**config.mk**
```make
export PLATFORM = sky130hd
export DESIGN_NAME = uart_rx_ctrl
export DESIGN_NICKNAME = d
export VERILOG_FILES = /design/src/rtl/uart_rx_ctrl_pkg.sv /design/src/rtl/uart_rx_edge_bit_counter.sv /design/src/rtl/uart_rx_ctrl.sv
export SDC_FILE = /design/constraint.sdc
export NUM_CORES = 1
export LEC_CHECK = 0
export BUFFER_PORTS_ARGS = -buffer_cell sky130_fd_sc_hd__clkbuf_2
export CAP_MARGIN = 40
export CORE_MARGIN = 5
export CORE_UTILIZATION = 40
export DETAILED_ROUTE_END_ITERATION = 7
export SYNTH_ARGS = -nofsm -noshare
export SYNTH_HDL_FRONTEND = slang
export SYNTH_SLANG_ARGS = --single-unit
export TNS_END_PERCENT = 100
```
**constraint.sdc**
```tcl
create_clock -name CLK -period 2.4 [get_ports CLK]
set_input_delay 0.48 -clock CLK [delete_from_list [all_inputs] [get_ports CLK]]
set_output_delay 0.48 -clock CLK [all_outputs]
set_load 0.02 [all_outputs]
```
**src/rtl/uart_rx_ctrl_pkg.sv**
```systemverilog
// Shared definitions for the UART receive frame controller.
//   - FSM state encodings (3-bit)
//   - parity type encodings
//   - parity check helper
package uart_rx_ctrl_pkg;

  localparam logic [2:0] S_IDLE   = 3'd0;
  localparam logic [2:0] S_START  = 3'd1;
  localparam logic [2:0] S_DATA   = 3'd2;
  localparam logic [2:0] S_PARITY = 3'd3;
  localparam logic [2:0] S_STOP   = 3'd4;

  localparam logic PAR_EVEN = 1'b0;
  localparam logic PAR_ODD  = 1'b1;

  // data_xor is the XOR-reduce of the received data bits.
  // A result of 1 means the received parity bit does not match.
  function automatic logic parity_err(input logic data_xor, input logic par_bit,
                                      input logic par_typ);
    return data_xor ^ par_bit ^ (par_typ == PAR_ODD);
  endfunction

endpackage

```
**src/rtl/uart_rx_edge_bit_counter.sv**
```systemverilog
// Oversample edge counter and data-bit counter for the UART receiver.
// Ports:
//   CLK, RST      clock, async active-low reset
//   en_i          advance the edge counter (wraps to 0 at bit end)
//   clr_i         force the edge counter to 0 (has priority over en_i)
//   data_i        high while in the DATA phase; bit counter is held at 0 otherwise
//   presc_i       latched oversampling ratio
//   edge_cnt_o    oversample index within the current bit
//   bit_end_o     edge_cnt_o == presc_i-1
//   bits_done_o   bit end of the last data bit
module uart_rx_edge_bit_counter
  import uart_rx_ctrl_pkg::*;
#(
  parameter int PRESCALE_WIDTH = 5,
  parameter int DATA_WIDTH     = 8
) (
  input  logic                      CLK,
  input  logic                      RST,
  input  logic                      en_i,
  input  logic                      clr_i,
  input  logic                      data_i,
  input  logic [PRESCALE_WIDTH-1:0] presc_i,
  output logic [PRESCALE_WIDTH-1:0] edge_cnt_o,
  output logic                      bit_end_o,
  output logic                      bits_done_o
);

  localparam int BW = $clog2(DATA_WIDTH) + 1;

  logic [PRESCALE_WIDTH-1:0] edge_q, edge_d;
  logic [BW-1:0]             bit_q, bit_d;

  assign edge_cnt_o  = edge_q;
  assign bit_end_o   = (edge_q == presc_i - PRESCALE_WIDTH'(1));
  assign bits_done_o = data_i & bit_end_o & (bit_q == BW'(DATA_WIDTH - 1));

  always_comb begin
    edge_d = edge_q;
    if (clr_i)     edge_d = '0;
    else if (en_i) edge_d = bit_end_o ? '0 : edge_q + PRESCALE_WIDTH'(1);

    // Outside DATA the bit counter sits at 0, so DATA always starts at bit 0.
    bit_d = bit_q;
    if (!data_i)        bit_d = '0;
    else if (bit_end_o) bit_d = bit_q + BW'(1);
  end

  always_ff @(posedge CLK or negedge RST) begin
    if (!RST) begin
      edge_q <= '0;
      bit_q  <= '0;
    end else begin
      edge_q <= edge_d;
      bit_q  <= bit_d;
    end
  end

endmodule

```
**src/rtl/uart_rx_ctrl.sv**
```systemverilog
// UART receive frame controller.
// Detects the start edge, drives Edge_Cnt/Sample_En for the external
// majority-vote sampler, deserialises Sampled_Bit LSB-first, checks parity
// and stop bit, and emits one-cycle Data_Valid / Par_Err / Stop_Err strobes.
// Ports:
//   CLK, RST        oversampling clock, async active-low reset
//   RX_IN           serial line (idle high)
//   Prescale        oversampling ratio (even, >= 8), latched per frame
//   PAR_EN/PAR_TYP  parity enable / type (0 even, 1 odd), latched per frame
//   Sampled_Bit     voted bit from the sampler
//   Sample_En       high whenever not IDLE
//   Edge_Cnt        oversample index within the current bit
//   P_DATA          last good frame's data
//   Data_Valid, Par_Err, Stop_Err   one-cycle result strobes
module uart_rx_ctrl
  import uart_rx_ctrl_pkg::*;
#(
  parameter int PRESCALE_WIDTH = 5,
  parameter int DATA_WIDTH     = 8
) (
  input  logic                      CLK,
  input  logic                      RST,
  input  logic                      RX_IN,
  input  logic [PRESCALE_WIDTH-1:0] Prescale,
  input  logic                      PAR_EN,
  input  logic                      PAR_TYP,
  input  logic                      Sampled_Bit,
  output logic                      Sample_En,
  output logic [PRESCALE_WIDTH-1:0] Edge_Cnt,
  output logic [DATA_WIDTH-1:0]     P_DATA,
  output logic                      Data_Valid,
  output logic                      Par_Err,
  output logic                      Stop_Err
);

  logic [2:0]                state_q, state_d;
  logic [PRESCALE_WIDTH-1:0] presc_q;
  logic                      par_en_q, par_typ_q;
  logic [DATA_WIDTH-1:0]     shift_q, pdata_q;
  logic                      err_p_q;
  logic                      dv_q, pe_q, se_q;

  logic start_det, decide, cnt_en, cnt_clr, in_data, bit_end, bits_done;
  logic par_bad;

  assign start_det = (state_q == S_IDLE) & ~RX_IN;
  // Stop decision is taken mid-bit so the line is back in IDLE well before
  // a back-to-back start edge can arrive.
  assign decide    = (state_q == S_STOP) &
                     (Edge_Cnt == (presc_q >> 1) + PRESCALE_WIDTH'(2));
  assign in_data   = (state_q == S_DATA);
  // The detect cycle is edge 0, so counting starts while still in IDLE.
  assign cnt_en    = (state_q != S_IDLE) | ~RX_IN;
  assign cnt_clr   = ((state_q == S_IDLE) & RX_IN) | decide;
  assign par_bad   = err_p_q & par_en_q;

  uart_rx_edge_bit_counter #(
    .PRESCALE_WIDTH(PRESCALE_WIDTH),
    .DATA_WIDTH    (DATA_WIDTH)
  ) u_cnt (
    .CLK        (CLK),
    .RST        (RST),
    .en_i       (cnt_en),
    .clr_i      (cnt_clr),
    .data_i     (in_data),
    .presc_i    (presc_q),
    .edge_cnt_o (Edge_Cnt),
    .bit_end_o  (bit_end),
    .bits_done_o(bits_done)
  );

  always_comb begin
    state_d = state_q;
    case (state_q)
      S_IDLE:   if (!RX_IN)   state_d = S_START;
      S_START:  if (bit_end)  state_d = Sampled_Bit ? S_IDLE : S_DATA;
      S_DATA:   if (bits_done) state_d = par_en_q ? S_PARITY : S_STOP;
      S_PARITY: if (bit_end)  state_d = S_STOP;
      S_STOP:   if (decide)   state_d = S_IDLE;
      default:                state_d = S_IDLE;
    endcase
  end

  always_ff @(posedge CLK or negedge RST) begin
    if (!RST) begin
      state_q   <= S_IDLE;
      presc_q   <= '0;
      par_en_q  <= 1'b0;
      par_typ_q <= PAR_EVEN;
      shift_q   <= '0;
      pdata_q   <= '0;
      err_p_q   <= 1'b0;
      dv_q      <= 1'b0;
      pe_q      <= 1'b0;
      se_q      <= 1'b0;
    end else begin
      state_q <= state_d;
      dv_q    <= 1'b0;
      pe_q    <= 1'b0;
      se_q    <= 1'b0;
      if (start_det) begin
        presc_q   <= Prescale;
        par_en_q  <= PAR_EN;
        par_typ_q <= PAR_TYP;
        err_p_q   <= 1'b0;
      end
      if (in_data && bit_end)
        shift_q <= {Sampled_Bit, shift_q[DATA_WIDTH-1:1]};
      if (state_q == S_PARITY && bit_end)
        err_p_q <= parity_err(^shift_q, Sampled_Bit, par_typ_q);
      if (decide) begin
        se_q <= ~Sampled_Bit;
        pe_q <= par_bad;
        dv_q <= Sampled_Bit & ~par_bad;
        if (Sampled_Bit && !par_bad) pdata_q <= shift_q;
      end
    end
  end

  assign Sample_En  = (state_q != S_IDLE);
  assign P_DATA     = pdata_q;
  assign Data_Valid = dv_q;
  assign Par_Err    = pe_q;
  assign Stop_Err   = se_q;

endmodule

```
# == Word level (Yosys, flattened, before mapping) ==
# Index checks and enable logic that the tools add are counted.
# Widths: inputs -> output; s select.
# classes
add_sub_neg,4
multipliers,0
n_div,0
order_cmp,0
n_eq_ne,13
shifts,0
muxes,18
bitwise,14
reduce_logical,11
# op_table
cell,n
$mux 3,6
$mux 5,3
$pmux 3 s5,1
$eq 5x5->1,2
$mux 4,2
$ne 2x2->1 const B,4
$reduce_xor 8->1,1
$and 1x1->1,7
$eq 3x2->1 const B,2
$add 4x2->5 const B,1
$add 5x1->5 const B,1
$mux 1,5
$reduce_and 5->1,1
$sub 5x1->5 const B,1
$add 4x1->4 const B,1
$eq 4x3->1 const B,1
$ne 2x1->1 const B,2
$reduce_bool 2->1,2
$eq 3x1->1 const B,1
$eq 3x3->1 const B,1
$logic_and 1x1->1,3
$logic_not 3->1,1
$not 1->1,3
$reduce_bool 3->1,1
5 further kinds,7
# word_totals
ff_bits,39
latchBits,0
mem_bits_rw,0
rom_bits,0
in_bits,11
out_inout_bits,17
elab_cells,72
memories,0

# == Logic depth before layout (Yosys ltp) ==
# depth
word_depth,6
depth_mapped,8
depth_no_buf,7

# == By module ==
# From an unflattened synthesis, not the netlist that was laid out.
# hier_totals
hier_cells,182
area_unflattened_um2,2044.5
# by_module_without_submodules
module,n_inst,cells_each,area_per_inst_um2,seq_area_each_um2
uart_rx_ctrl,1,107,1391.3,750.7
uart_rx_edge_bit_counter,1,75,653.1,225.2

# == Least setup slack after synthesis ==
# No wires, ideal clock.
# synth_timing
path_kind,flip-flop to flip-flop
start,register presc_q[2]
end,"register pdata_q[0], in the netlist P_DATA[0]"
setup_time_ns,0.125
arrival_time_ns,1.953
required_ns,2.275
slack_ns,0.322
stages_incl_launch_ff,8
n_path_buf,0
synth_period_minus_slack_ns,2.078
path_cell_list,dfrtp_1 > inv_1 > ha_1 > xnor2_1 > nand3_1 > nor4_4 > nand3_4 > mux2_2
# synth_between
elab_chain_len,4
# synth_lines
element,line_no,source
from (decl),uart_rx_ctrl.sv:37,logic [PRESCALE_WIDTH-1:0] presc_q;
from (signal assigned),uart_rx_ctrl.sv:102,presc_q <= Prescale;
$add 4x2->5,uart_rx_ctrl.sv:50,(Edge_Cnt == (presc_q >> 1) + PRESCALE_WIDTH'(2));
$eq 5x5->1,uart_rx_ctrl.sv:50,
$and 1x1->1,uart_rx_ctrl.sv:49,assign decide = (state_q == S_STOP) &
$reduce_and 2->1 (no line),--,
to (signal assigned),uart_rx_ctrl.sv:115,if (Sampled_Bit && !par_bad) pdata_q <= shift_q;
to (decl),uart_rx_ctrl.sv:39,"logic [DATA_WIDTH-1:0] shift_q, pdata_q;"
# Every way passes these cells.
# A chain may end at the register's enable or synchronous reset.

# == Worst setup path after layout ==
# layout_timing
start,register presc_q[2]
end,register shift_q[0]
# layout_between
elab_chain_len,3
# layout_lines
element,line_no,source
$sub 5x1->5,uart_rx_edge_bit_counter.sv:34,assign bit_end_o = (edge_q == presc_i - PRESCALE_WIDTH'(1));
$eq 5x5->1,uart_rx_edge_bit_counter.sv:34,
$logic_and 1x1->1,uart_rx_ctrl.sv:107,if (in_data && bit_end)
to (signal assigned),uart_rx_ctrl.sv:108,"shift_q <= {Sampled_Bit, shift_q[DATA_WIDTH-1:1]};"
to (decl),uart_rx_ctrl.sv:39,
# Every way passes these cells.

==> summary.md <==
| Metric | Value |
|---|---|
| Outcome | complete, no violations |
| Max Freq | 0.458 GHz |
| Global-route wire length before repair | 6.73 mm |
| Worst Tran Pin Value | 0.640 ns |
| Crit path arrival time | 2.35 ns |
| FF-to-FF path depth | 7 |
| CTS tree | yes |
| GR Overflow Total | 0 |
| Leak | between 1 and 1.5 nW |
| Fraction of synthesized area in multiplexers | 11.5% |
| Sequential cell area fraction in the yosys report | 50.2% |
| Max Cap Viol | 0 |
| Vias | around 1400 |
| Antenna violations before repair | 0 |
| Delay of the slowest cell on the worst path | 0.51 ns |
| Avg WL per Cell | 14.2 microns |
| Pin count of the biggest net entering global routing | 40 |
| Worst path bufs/invs | 1 |
| Ant. Diodes | 0 |
| Fill cell count | between 400 and 500 |
| Critical R2R Launch | presc_q[2] |
| Post-synthesis register bit count | 39 |
| Post-Route Setup TNS | 0 ns |
| Layout cells sized above 1 | 29.1% |
| Rel. slew slack | 57.1% |
| Core area | between 4000 and 5000 sq um |
| Critical-path cell list | inv_1, ha_1, nand2b_1, and3_1, o211ai_1, nor3_2, mux2_2 |
| Largest family of logic cells by synthesized area | simple AND/OR/NAND/NOR gates |
| Setup Fix Bufs, Post-CTS | 0 |
| Kind of critical path | reg -> reg |
| Ratio of final minimum period to clock period | slightly above 90% |
| Final WL | roughly 3.9 mm |
| Final Hold Viols | 0 |
| Vias in the first global route | 1413 |
| Compound-Gate Fraction of Synth Area | under 10% |
| Antenna Nets Post-Route | 0 |
| Crit Path Max Fanout | 8 |
| Xor-xnor portion of the synthesized cell area | a little under an eighth |
| Area Growth Syn to Fin | 16.3% |
| Total track usage | about 14% |
| Synth Area in Adders | 3.86% |
| Setup Skew | 0.00623 ns |
| CP startpoint kind | flip-flop |
| Syn Nets | 187 |
| TritonCTS sink count | 39 |
| H-tree levels | 2 |
| Post_cts resized | 0 |
| Post-Synth Simple-Gate Area | around 14% |
| Die area | around 6400 sq um |
| Post-Syn Area | 1940 sq um |
| Syn Inst Count | 170 |
| Syn Area/Cell | 11.4 sq um |
| YS warnings | 0 |
| Power per Cell Area | 1100 nW/um^2 |
| Worst R2R End | shift_q[0] |
| Die width | 79.7 microns |
| Reg2Reg Setup Slack | 0.22 ns |
| Drt first-iter violations | 60 |
| Root Buffer | clkbuf_8 |
| Crit end category | flip-flop |
| Final net count | approximately 220 |
| Final HPWL DP | 2.93 mm |
| Num rows | 25 |
| Power after layout | ~0.0025 W |
| Min Tclk post-route | 2.18 ns |
| Worst-case clock buffer depth | 2 |
| RSZ-0062 raised after global routing | no |
| Starting Density | between 40 and 50% |
| Via-to-Cell Ratio | approximately 5 |
| Post-synthesis cell type count | 33 |
| Gpl congestion | ~0.83 |
| Slowest CP cell | nor3_2 |
| Max IR drop VDD | 551 uV |
| # port buffers | 27 |
| Hold Crit Class | in -> async |
| Clk_lat worst skew | 0.28 ns |
| Finish-stage setup viols | 0 |
| DRT Pass-1 Iters | 4 |
| Reg clk slew, reported paths | 0.08 ns |
| Worst slack on hold paths | 0.237 ns |
| DIE HEIGHT | 79.7 microns |
| Hold Buf Count CTS | 0 |
| Crit-path leading delay family | simple AND/OR/NAND/NOR gates |
| Num CTS Buffers | 5 |
| Final Slew Violations | 0 |
| Worst Path Required | 2.57 ns |
| I/O pins | 28 |
| DRC viols | 0 |
flip-flops by register name, indices dropped and copies added (netlist names):
signal,count
shift_q,8
Par_Err,1
Data_Valid,1
par_typ_q,1
Stop_Err,1
par_en_q,1
state_q,3
P_DATA,8
u_cnt.bit_q,4
u_cnt.edge_cnt_o,5
presc_q,5
err_p_q,1
logic make-up after synthesis:
family / Yosys count
xor+xnor: 25
compound gates: 21
mux: 20
buf+inv: 14
fa+ha+maj: 6
simple gates: 45
flops: 39
cells in the mapped netlist, drive strengths merged:
cell type | n | share of area, %
o41ai | 1 | 0.45
a21oi | 6 | 1.5
inv | 11 | 2.1
or2 | 1 | 0.32
nor2 | 5 | 0.97
nor4 | 2 | 1.4
buf | 2 | 0.52
clkbuf | 1 | 0.19
mux2i | 1 | 0.52
nand3b | 1 | 0.39
o311a | 1 | 0.52
nor2b | 1 | 0.32
or4 | 3 | 1.2
xnor2 | 17 | 7.7
nand2b | 2 | 0.64
and3 | 2 | 0.64
nor3b | 1 | 0.39
o32ai | 1 | 0.45
nand3 | 7 | 2.4
nor3 | 8 | 2.3
xor2 | 8 | 3.6
ha | 6 | 3.9
o21ai | 7 | 1.8
o211ai | 3 | 1.2
o31ai | 2 | 0.77
or3 | 2 | 0.64
mux2 | 19 | 11
nand2 | 10 | 1.9
dfrtp | 39 | 50
layout make-up:
cell class / instances / area (sq um) / share of cell area [%]
flip-flops and latches: 39 / 976 / 43.2
multi-input cells: 117 / 912 / 40.4
repair buffers: 31 / 165 / 7.31
well taps: 67 / 83.8 / 3.71
clock buffers: 7 / 76.3 / 3.38
inverters: 11 / 41.3 / 1.83
clock inverters: 1 / 5.00 / 0.221
placed cells by master, fill, tap and decap left out, types with 6 or more instances in the layout:
master    instances
nand2_1          10
clkbuf_2         27
inv_1            11
nand3_1           6
nor3_1            7
xnor2_1          17
ha_1              6
a21oi_1           6
o21ai_0           6
mux2_2           19
xor2_1            8
dfrtp_1          39
power breakdown:
part / leakage, nW / total [W] / switching (W) / internal (W)
Sequential: 0.519 / 0.000978 / 0.000190 / 0.000788
Clock: 0.0422 / 0.000423 / 0.000219 / 0.000204
Combinational: 0.484 / 0.00109 / 0.000624 / 0.000463
Total: 1.05 / 0.00249 / 0.00103 / 0.00146
per-layer routing:
| layer | global-route usage [%] | vias to the layer above | part of all wire [%] |
|---|---|---|---|
| li1 | - | 663 | - |
| met3 | 3.61 | 4 | 2.9 |
| met4 | 3.09 | 0 | 0.82 |
| met1 | 16.9 | 691 | 45 |
| met2 | 23.4 | 15 | 51 |
| met5 | 0 | - | 0 |
how the worst max path moves through the flow:
stage / from / to / slack, ns / cells after the start
after floorplan: presc_q[2] / P_DATA[0] / 0.32 / 7
after global placement: presc_q[2] / shift_q[3] / 0.28 / 7
after global routing: presc_q[2] / P_DATA[3] / 0.08 / 7
after CTS: presc_q[2] / shift_q[0] / 0.20 / 7
after detailed placement: presc_q[2] / shift_q[0] / 0.21 / 7
final: presc_q[2] / shift_q[0] / 0.22 / 7
per-stage QoR:
stage,cells,area (sq um),worst slack [ns],utilization [%]
after floorplan,170,1940,0.322,-
after global placement,265,2180,0.277,46.1
after detailed placement,265,2180,0.206,46.1
after CTS,273,2260,0.196,47.8
after global routing,273,2260,0.0783,47.8
final,273,2260,0.216,47.8
(Power assumes the default switching activity.)
